File: config.mk
export PLATFORM = sky130hd
export DESIGN_NAME = pat_serializer
export DESIGN_NICKNAME = d
export VERILOG_FILES = /design/src/rtl/pat_serializer.sv
export SDC_FILE = /design/constraint.sdc
export NUM_CORES = 1
export LEC_CHECK = 0
export ABC_AREA = 1
export CORE_MARGIN = 2
export CORE_UTILIZATION = 55
export DETAILED_ROUTE_END_ITERATION = 8
export GPL_TIMING_DRIVEN = 0
export MAX_ROUTING_LAYER = met4
export PLACE_DENSITY = 0.83
export SYNTH_ARGS = -nofsm -noshare
export SYNTH_HDL_FRONTEND = slang
export SYNTH_SLANG_ARGS = --single-unit
File: constraint.sdc
create_clock -name clk -period 2 [get_ports clk]
set_clock_uncertainty 0.1 [all_clocks]
set_input_delay 0.3 -clock clk [delete_from_list [all_inputs] [get_ports clk]]
set_output_delay 0.3 -clock clk [all_outputs]
set_load 0.02 [all_outputs]
File: src/rtl/pat_serializer.sv
// pat_serializer: parallel-to-serial feeder for the PAT detector, LSB first, with a programmable idle gap.
// Optional even-parity trailer bit is enabled by defining SER_PARITY_EN.
`default_nettype none

module pat_serializer #(
    parameter int WIDTH = 12,
    parameter int GAP   = 1
) (
    input  logic             clk,
    input  logic             reset,
    input  logic             load_valid,
    input  logic [WIDTH-1:0] load_data,
    output logic             load_ready,
    output logic             data,
    output logic             data_valid,
    output logic             first,
    output logic             done,
    output logic             busy
);

    localparam int               CNT_W    = $clog2(WIDTH);
    localparam logic [CNT_W-1:0] LAST_BIT = CNT_W'(WIDTH - 1);
    localparam logic [3:0]       GAP_LAST = (GAP == 0) ? 4'd0 : 4'(GAP - 1);
    localparam bit               HAS_GAP  = (GAP != 0);

`ifdef SER_PARITY_EN
    typedef enum logic [1:0] {S_IDLE = 2'd0, S_SHIFT = 2'd1, S_PARITY = 2'd2, S_GAP = 2'd3} state_t;
`else
    typedef enum logic [1:0] {S_IDLE = 2'd0, S_SHIFT = 2'd1, S_GAP = 2'd3} state_t;
    localparam logic [CNT_W-1:0] PENULT = CNT_W'(WIDTH - 2);
`endif

    state_t           state, state_n;
    logic [WIDTH-1:0] shreg, shreg_n;
    logic [CNT_W-1:0] cnt, cnt_n;
    logic [3:0]       gcnt, gcnt_n;
    logic             data_n, valid_n, first_n, done_n;
`ifdef SER_PARITY_EN
    logic             parity, parity_n;
`endif

    always_ff @(posedge clk) begin
        if (reset) begin
            state      <= S_IDLE;
            shreg      <= '0;
            cnt        <= '0;
            gcnt       <= '0;
            data       <= 1'b0;
            data_valid <= 1'b0;
            first      <= 1'b0;
            done       <= 1'b0;
`ifdef SER_PARITY_EN
            parity     <= 1'b0;
`endif
        end else begin
            state      <= state_n;
            shreg      <= shreg_n;
            cnt        <= cnt_n;
            gcnt       <= gcnt_n;
            data       <= data_n;
            data_valid <= valid_n;
            first      <= first_n;
            done       <= done_n;
`ifdef SER_PARITY_EN
            parity     <= parity_n;
`endif
        end
    end

    // Output registers hold the bit currently on the wire; cnt is that bit's index.
    always_comb begin
        state_n = state;
        shreg_n = shreg;
        cnt_n   = cnt;
        gcnt_n  = gcnt;
        data_n  = 1'b0;
        valid_n = 1'b0;
        first_n = 1'b0;
        done_n  = 1'b0;
`ifdef SER_PARITY_EN
        parity_n = parity;
`endif
        case (state)
            S_IDLE: begin
                if (load_valid) begin
                    state_n = S_SHIFT;
                    shreg_n = load_data >> 1;
                    cnt_n   = '0;
                    data_n  = load_data[0];
                    valid_n = 1'b1;
                    first_n = 1'b1;
`ifdef SER_PARITY_EN
                    parity_n = ^load_data;
`endif
                end
            end
            S_SHIFT: begin
                if (cnt == LAST_BIT) begin
`ifdef SER_PARITY_EN
                    state_n = S_PARITY;
                    data_n  = parity;
                    valid_n = 1'b1;
                    done_n  = 1'b1;
`else
                    state_n = HAS_GAP ? S_GAP : S_IDLE;
                    gcnt_n  = '0;
`endif
                end else begin
                    cnt_n   = cnt + 1'b1;
                    data_n  = shreg[0];
                    shreg_n = shreg >> 1;
                    valid_n = 1'b1;
`ifndef SER_PARITY_EN
                    done_n  = (cnt == PENULT);
`endif
                end
            end
`ifdef SER_PARITY_EN
            S_PARITY: begin
                state_n = HAS_GAP ? S_GAP : S_IDLE;
                gcnt_n  = '0;
            end
`endif
            S_GAP: begin
                if (gcnt == GAP_LAST) begin
                    state_n = S_IDLE;
                    gcnt_n  = '0;
                end else begin
                    gcnt_n  = gcnt + 1'b1;
                end
            end
            default: state_n = S_IDLE;
        endcase
    end

    assign busy       = (state != S_IDLE);
    assign load_ready = (state == S_IDLE);

endmodule

`default_nettype wire

==> results.sh <==
export IMPL_outcome="complete, no violations"
export IMPL_hpwl_mm=1.87
export IMPL_clockRootBuffer="clkbuf_4"
export IMPL_highest_layer="met4"
export IMPL_initial_utilization_pct=59.7
export IMPL_wire_per_inst_um=11.5
export IMPL_die_area_sq_mm=0.00258
export IMPL_gp_congestion=0.758
export IMPL_cp_required_ns=1.60
export IMPL_power_density_mw_per_mm2=700
export IMPL_grtUsageTotal_pct=22.8
export IMPL_seqCellArea_sq_um=502
export IMPL_crit_slowest_cell="clkdlybuf4s50_1"
export IMPL_ant_nets=0
export IMPL_routed_via_density=5.10
export IMPL_antenna_found_initial=0
export IMPL_cp_cell_sequence="nor2_2, clkdlybuf4s50_1"
export IMPL_yosysUniqueCellTypes=24
export IMPL_cts_tree="built"
export IMPL_utilization_pct=72.1
export IMPL_fillers=172
export IMPL_area_delta_synth_final_pct=20.9
export IMPL_critPathLaunchType="flip-flop"
export IMPL_max_freq_mhz=524
export IMPL_drive_above_1_share_pct=14.7
export IMPL_ys_seq_elements=25
export IMPL_drt_iter0_drc=28
export IMPL_max_slew_margin_rel_pct=71.7
export IMPL_drc=0
export IMPL_via_count=1106
export IMPL_multi_input_area_sq_um=609
export IMPL_dieWidth_um=50.8
export IMPL_yosysSeqAreaShare_pct=41.5
export IMPL_slew_viol_final=0
export IMPL_first_global_vias=1056
export IMPL_wl_met3_um=55
export IMPL_crit_buf_inv=1
export IMPL_diodes=0
export IMPL_critical_path_top_delay_family="buffers and inverters"
export IMPL_die_h_um=50.8
export IMPL_netlist_instances=167
export IMPL_tns_ns=0
export IMPL_ir_drop_uv=502
export IMPL_hp_class="input pin to flip-flop"
export IMPL_dr_pass1_iters=4
export IMPL_finalWorstPathRequiredPeriod_ns=1.91
export IMPL_met1_length_mm=1.15
export IMPL_dpl_cell_area_sq_mm=0.00143
export IMPL_synth_area_sq_mm=0.00121
export IMPL_tightest_slew_ns=0.424
export IMPL_cts_sinks=25
export IMPL_power_w=0.00102
export IMPL_cts_setup_buffers=0
export IMPL_ctsHoldBuffers=0
export IMPL_syn_num_nets=186
export IMPL_routed_wl_mm=2.50
export IMPL_cts_resized=0
export IMPL_hold_viol=0
export IMPL_core_sq_mm=0.00202
export IMPL_io_buffers=19
export IMPL_cts_buffer_depth=2
export IMPL_clock_latency_ns=0.32
export IMPL_drv_cap=0
export IMPL_max_stage_delay_ns=0.64
export IMPL_numCtsBuffers=3
export IMPL_power_leakage_nw=0.642
export IMPL_h_tree_depth=1
export IMPL_grt_overflow=0
export IMPL_path_clk_slew_ns=0.13
export IMPL_crit_type="flip-flop to output port"
export IMPL_wl_met2_mm=1.24
export IMPL_nNetsFinal=210
export IMPL_rows=16
export IMPL_grt_pass1_wl_mm=4.31
export IMPL_avgSynthCellArea_sq_um=7.22
export IMPL_period_share_pct=95.4
export IMPL_finalSetupViolCount=0
export IMPL_yosysWarnings=0
export IMPL_cp_max_fo=5
export IMPL_grt_max_degree=14
export IMPL_crit_path_end_kind="output port"
export IMPL_arrival_ns=1.51
export IMPL_boundaryPins=21
export IMPL_rsz0062_at_grt="no"
export IMPL_finalInstanceArea_sq_mm=0.00146
## report_power, final
| part | internal, W | total [W] | switching [W] |
|---|---|---|---|
| clock network | 0.0000782 | 0.000230 | 0.000151 |
| logic | 0.000102 | 0.000232 | 0.000130 |
| registers | 0.000536 | 0.000558 | 0.0000215 |
| total | 0.000717 | 0.00102 | 0.000303 |
## per-stage QoR
stage | hold WS, ns | setup WS, ns | instances
floorplan | 0.310 | 0.602 | 167
global placement | 0.367 | 0.418 | 213
detailed placement | 0.384 | 0.414 | 213
CTS | 0.151 | 0.0580 | 217
global route | 0.165 | 0.0243 | 217
finish | 0.164 | 0.0919 | 217
## cell type report
cell class              instances  share of cell area [%]
plain buffers                   6                    3.26
flip-flops and latches         25                    34.4
multi-input cells             123                    41.8
inverters                      13                    3.35
repair buffers                 19                    13.0
clock buffers                   4                    1.80
well taps                      27                    2.32
## cell usage in the layout (no fill, tap or decap), types with 2 or more instances in the layout
cell type	count
o21ai_1	8
nand2_1	53
inv_1	11
clkdlybuf4s50_1	19
clkbuf_4	3
nand2_4	2
a21oi_1	6
nand4_1	3
nor2_2	10
nor2_1	19
inv_2	2
dfxtp_1	24
ha_1	4
a21oi_2	2
buf_2	2
o21ai_0	4
nand3_1	7
## flip-flops by register name, summed over array words and instances, names as in the netlist
register / count
cnt: 4
data_valid: 1
done: 1
data: 1
first: 1
gcnt: 4
shreg: 11
state: 2
## layer usage
layer  up-vias  GRT usage, %
li1        573             -
met5         -             -
met2        13          40.8
met1       515          25.3
met4         0          10.8
met3         5          2.63
## synthesized netlist by cell type
cell	n	area, sq um
buf_2	2	10.0
o21ai_1	8	40.0
a21oi_1	6	30.0
buf_8	1	15.0
a22oi_1	1	7.51
a211oi_2	1	12.5
buf_4	1	7.51
buf_6	1	11.3
nor2_4	1	11.3
buf_1	1	3.75
nand4_1	3	18.8
a21oi_2	2	17.5
nor2_2	10	62.6
nand3_1	7	35.0
nand2_4	2	22.5
ha_1	4	50.1
or2_2	1	6.26
inv_2	2	7.51
nand2_1	53	199
o21ai_0	4	20.0
dfxtp_1	25	500
inv_1	11	41.3
nor3_1	1	5.00
nor2_1	19	71.3
## path summary, 6_finish.rpt
check,startpoint,slack [ns],cells after the start,endpoint
worst min register to register,shreg[10]$_SDFFE_PP0P_,0.40,2,shreg[10]$_SDFFE_PP0P_
worst max-delay path,state[0]$_SDFFE_PP0P_,0.09,2,load_ready
worst max register to register,cnt[1]$_SDFFE_PP0P_,0.47,8,shreg[9]$_SDFFE_PP0P_
worst min-delay path,reset,0.16,2,gcnt[0]$_SDFFE_PP0P_
## kinds of logic after synthesis
| family | share of synthesized area (%) |
|---|---|
| flops | 41.5 |
| simple gates | 35.8 |
| fa+ha+maj | 4.15 |
| compound gates | 10.6 |
| buf+inv | 7.99 |
Power figures use the tool's default switching activity.
==> edit 1: new RTL, config.mk and constraints unchanged <==
Encoding of `state_t`: now one-hot (3 bits for 3 states).
--- a/src/rtl/pat_serializer.sv
+++ b/src/rtl/pat_serializer.sv
@@ -27,5 +27,5 @@
     typedef enum logic [1:0] {S_IDLE = 2'd0, S_SHIFT = 2'd1, S_PARITY = 2'd2, S_GAP = 2'd3} state_t;
 `else
-    typedef enum logic [1:0] {S_IDLE = 2'd0, S_SHIFT = 2'd1, S_GAP = 2'd3} state_t;
+    typedef enum logic [2:0] {S_IDLE = 3'b001, S_SHIFT = 3'b010, S_GAP = 3'b100} state_t;
     localparam logic [CNT_W-1:0] PENULT = CNT_W'(WIDTH - 2);
 `endif
Check against the original RTL: same outputs for any inputs over 10 cycles, from zero or initial values and one cycle with reset high; not proved beyond that.
==> edit 1 against the original RTL <==
- highest routed layer unchanged
- non-clock buffer count up 2
- total power grew 8.7%
- largest power group unchanged
- die area up 11%
- routed wire length up 11%
- worst setup slack better by 0.12 ns
- critical path depth grew 2
- first-iteration DRC count shrank 18%
- cell area increased by 11%
- area after synthesis grew 12%
- sequential cell count up 1
- register-to-register slack got worse by 0.04 ns
==> edit 1: results (changes against the original RTL) <==
status: "complete, no violations"
multi_input_comb_cells: 143  # +16%
area_share_nonclk_buffers: 0.153  # -0.00972
syn_inst: 194  # +16%
final_cells: 246  # +13%
synth_area_leaders: "dfxtp_1, nand2_1, nor2_1, nand3_1, nand3b_1"
p_leak_uw: 0.000739  # +15%
gp_congestion: 0.800  # +5.4%
n_sequential_cell: 26  # +4.0%
clock_area_frac: 0.0225  # +0.00444
critPathLaunch: "state[1]"
grt_max_degree: 15  # +1
inv_count: 18  # +5
layout-drive-gt1-share: 0.101  # -0.0465
cpPeakStageDelay_ns: 0.45  # -0.19 ns
synthAdderAreaFrac: 0.0372  # -0.00432
routed_wl_mm: 2.79  # +11%
multi_input_area_share: 0.437  # +0.0188
critPathSlowestCell: "dfxtp_1"
grt_pass1_vias: 1083  # +2.6%
fill_cells: 197  # +15%
ys.flop_type: "dfxtp_1"
dpl-instance-area_um2: 1580  # +11%
synth_compound_area_frac: 0.0372  # -0.0686
vias: 1273  # +15%
grt_use_total: 0.227  # -0.000334
relSlewSlack: 0.689  # -0.0287
n_all_buffers: 27  # +8.0%
grt_pass1_wl_mm: 4.53  # +5.0%
yosysSeqAreaShare: 0.387  # -0.0283
min_path_type: "flip-flop to flip-flop"
die_w_um: 53.5  # +5.2%
portBuffers: 20  # +1
synth_nets: 213  # +15%
hp-start: "shreg[0]"
dp_slack_ns: 0.212  # -0.202 ns
seq_area_um2: 520  # +3.7%
drt_iter0_drc: 23  # -18%
synthXorXnorAreaFrac: 0.00651  # +0.00651
cp_data_arrival_time_ns: 1.39  # -0.12 ns
hpwl_mm: 2.04  # +9.1%
antenna_cells: 0  # unchanged
peakVddDrop_mv: 0.490  # -2.6%
ys_types: 26  # +8.3%
synth_commonest_cells: "nand2_1, nor2_1, dfxtp_1, nand3_1, inv_1"
final-hold-violation-count: 0  # unchanged
nets: 238  # +13%
critPathMaxFanout: 4  # -1
edit 1: path summary, 6_finish.rpt:
path / end / slack (ns) / cells after the start
max: load_ready / 0.21 / 4
min: data / 0.39 / 2
max reg2reg: shreg[8] / 0.43 / 8
min reg2reg: data / 0.39 / 2
edit 1: what timing repair did:
item                       in CTS  in global routing
gates resized for setup         2                  0
buffers inserted                0                  0
setup endpoints to repair       2                  0
hold buffers                    0                  0
edit 1: report_power, final:
group	total, uW	internal, uW	switching (uW)	leakage, uW
Combinational	252	114	138	0.000504
Sequential	584	560	24.7	0.000213
Clock	272	111	161	0.0000210
Total	1110	785	324	0.000739
edit 1: cells by family after synthesis:
group	after synthesis
XOR/XNOR	1
flip-flops	26
AO/OA/AOI/OAI	10
AND/OR/NAND/NOR	128
adder cells (fa/ha/maj)	4
buffers and inverters	25
edit 1: routing by layer:
layer / routed length [um] / GRT usage
met5: 0 / -
met4: 36 / 0.0897
met3: 116 / 0.0424
met2: 1350 / 0.399
met1: 1290 / 0.252
==> edit 2: new RTL, same flow settings <==
Made on the original files. The parameter `WIDTH` goes from 12 to 8.
--- a/src/rtl/pat_serializer.sv
+++ b/src/rtl/pat_serializer.sv
@@ -4,5 +4,5 @@
 
 module pat_serializer #(
-    parameter int WIDTH = 12,
+    parameter int WIDTH = 8,
     parameter int GAP   = 1
 ) (
Ports: changed (resized load_data); port bits go from 21 to 17. No check against the original RTL was run, so the function may have changed too.
==> edit 2 against the original RTL <==
- area after synthesis shrank 24%
- global-route usage is 2.0 points lower
- maximum frequency up 1.3%
- synthesized cell count decreased by 20%
- die area down 22%
- worst setup slack better by 0.025 ns
- final cell count decreased by 23%
- cell area decreased by 23%
- sequential cell count decreased by 5
- routed wire length is 30% lower
- critical path type unchanged
Power is not compared: it rests on default switching activity, and its combinational part moved more than twofold at a synthesized area within 25%.
==> edit 2: results (changes against the original RTL) <==
synth_commonest_cells: "nand2_1, nor2_1, dfxtp_1, inv_1, nand3_1"
cpPeakStageDelay_ns: 0.60  # -0.04 ns
syn_inst: 133  # -20%
largest_registers: "shreg x7, gcnt x4, cnt x3"
fill_cells: 142  # -17%
hpwl_mm: 1.28  # -32%
dpl-instance-area_um2: 1090  # -24%
min_path_type: "input pin to flip-flop"
routed_wl_mm: 1.75  # -30%
tightest_slew_ns: 0.374  # -0.0504 ns
clk_latency_ns: 0.29  # -0.03 ns
grt_use_total: 0.208  # -0.0195
status: "complete, no violations"
synth_nets: 149  # -20%
placed_cells: 164  # -23%
grt_pass1_vias: 748  # -29%
portBuffers: 15  # -4
yosysSeqAreaShare: 0.437  # +0.0216
grt_antenna_before_repair: 0  # unchanged
cts-root-buf: "clkbuf_4"
critPathLaunch: "state[1]"
critPathTopFamily: "buffers and inverters"
synth_area_leaders: "dfxtp_1, nand2_1, nor2_1, ha_1, nand3_1"
die_w_um: 44.8  # -12%
antenna_cells: 0  # unchanged
grt_max_degree: 12  # -2
clkTransAtPathRegs_ns: 0.11  # -0.02 ns
layout-drive-gt1-share: 0.0526  # -0.0947
via_per_inst: 5.08  # -0.38%
cp_data_arrival_time_ns: 1.48  # -0.03 ns
gp_congestion: 0.836  # +10%
critPathSlowestCell: "clkdlybuf4s50_1"
drt_iter0_drc: 9  # -68%
ys_types: 14  # -42%
drtPass1Iterations: 4  # unchanged
grt_pass1_wl_mm: 3.02  # -30%
final_cells: 168  # -23%
[edit 2: cells by family after synthesis]
group           share of synthesized area
fa+ha+maj                          0.0682
buf+inv                            0.0655
simple gates                        0.348
compound gates                     0.0819
flops                               0.437
[edit 2: final timing paths]
check	end	slack, ns	cells past startpoint
max	busy	0.12	3
min	state[1]	0.11	2
max reg2reg	shreg[4]	0.36	8
min reg2reg	data	0.38	2
[edit 2: area by class of cell]
class / instances / area [um^2] / area share
plain buffers: 2 / 11.3 / 0.0100
clock buffers: 4 / 36.3 / 0.0323
inverters: 13 / 48.8 / 0.0434
multi-input cells: 98 / 457 / 0.406
flip-flops and latches: 20 / 400 / 0.356
well taps: 16 / 20.0 / 0.0178
repair buffers: 15 / 150 / 0.134
[edit 2: through the flow]
step	total power, uW	setup WS [ns]	hold slack, ns
after floorplan	504	0.568	0.334
after global placement	547	0.414	0.365
after detailed placement	550	0.381	0.365
after CTS	778	0.114	0.107
after global routing	811	0.0363	0.101
final	771	0.117	0.113
[edit 2: metal layers]
metal,track usage,share of wire
met1,0.257,0.47
met5,-,0
met2,0.322,0.46
met4,0.106,0.015
met3,0.0440,0.054
[edit 2: power by group through the flow]
stage               combinational, uW  sequential (uW)  clock (uW)
finish                            112              430         230
detailed placement                111              439           0
global route                      126              432         253
CTS                               112              430         236
global placement                  109              438           0
floorplan                        62.3              442           0
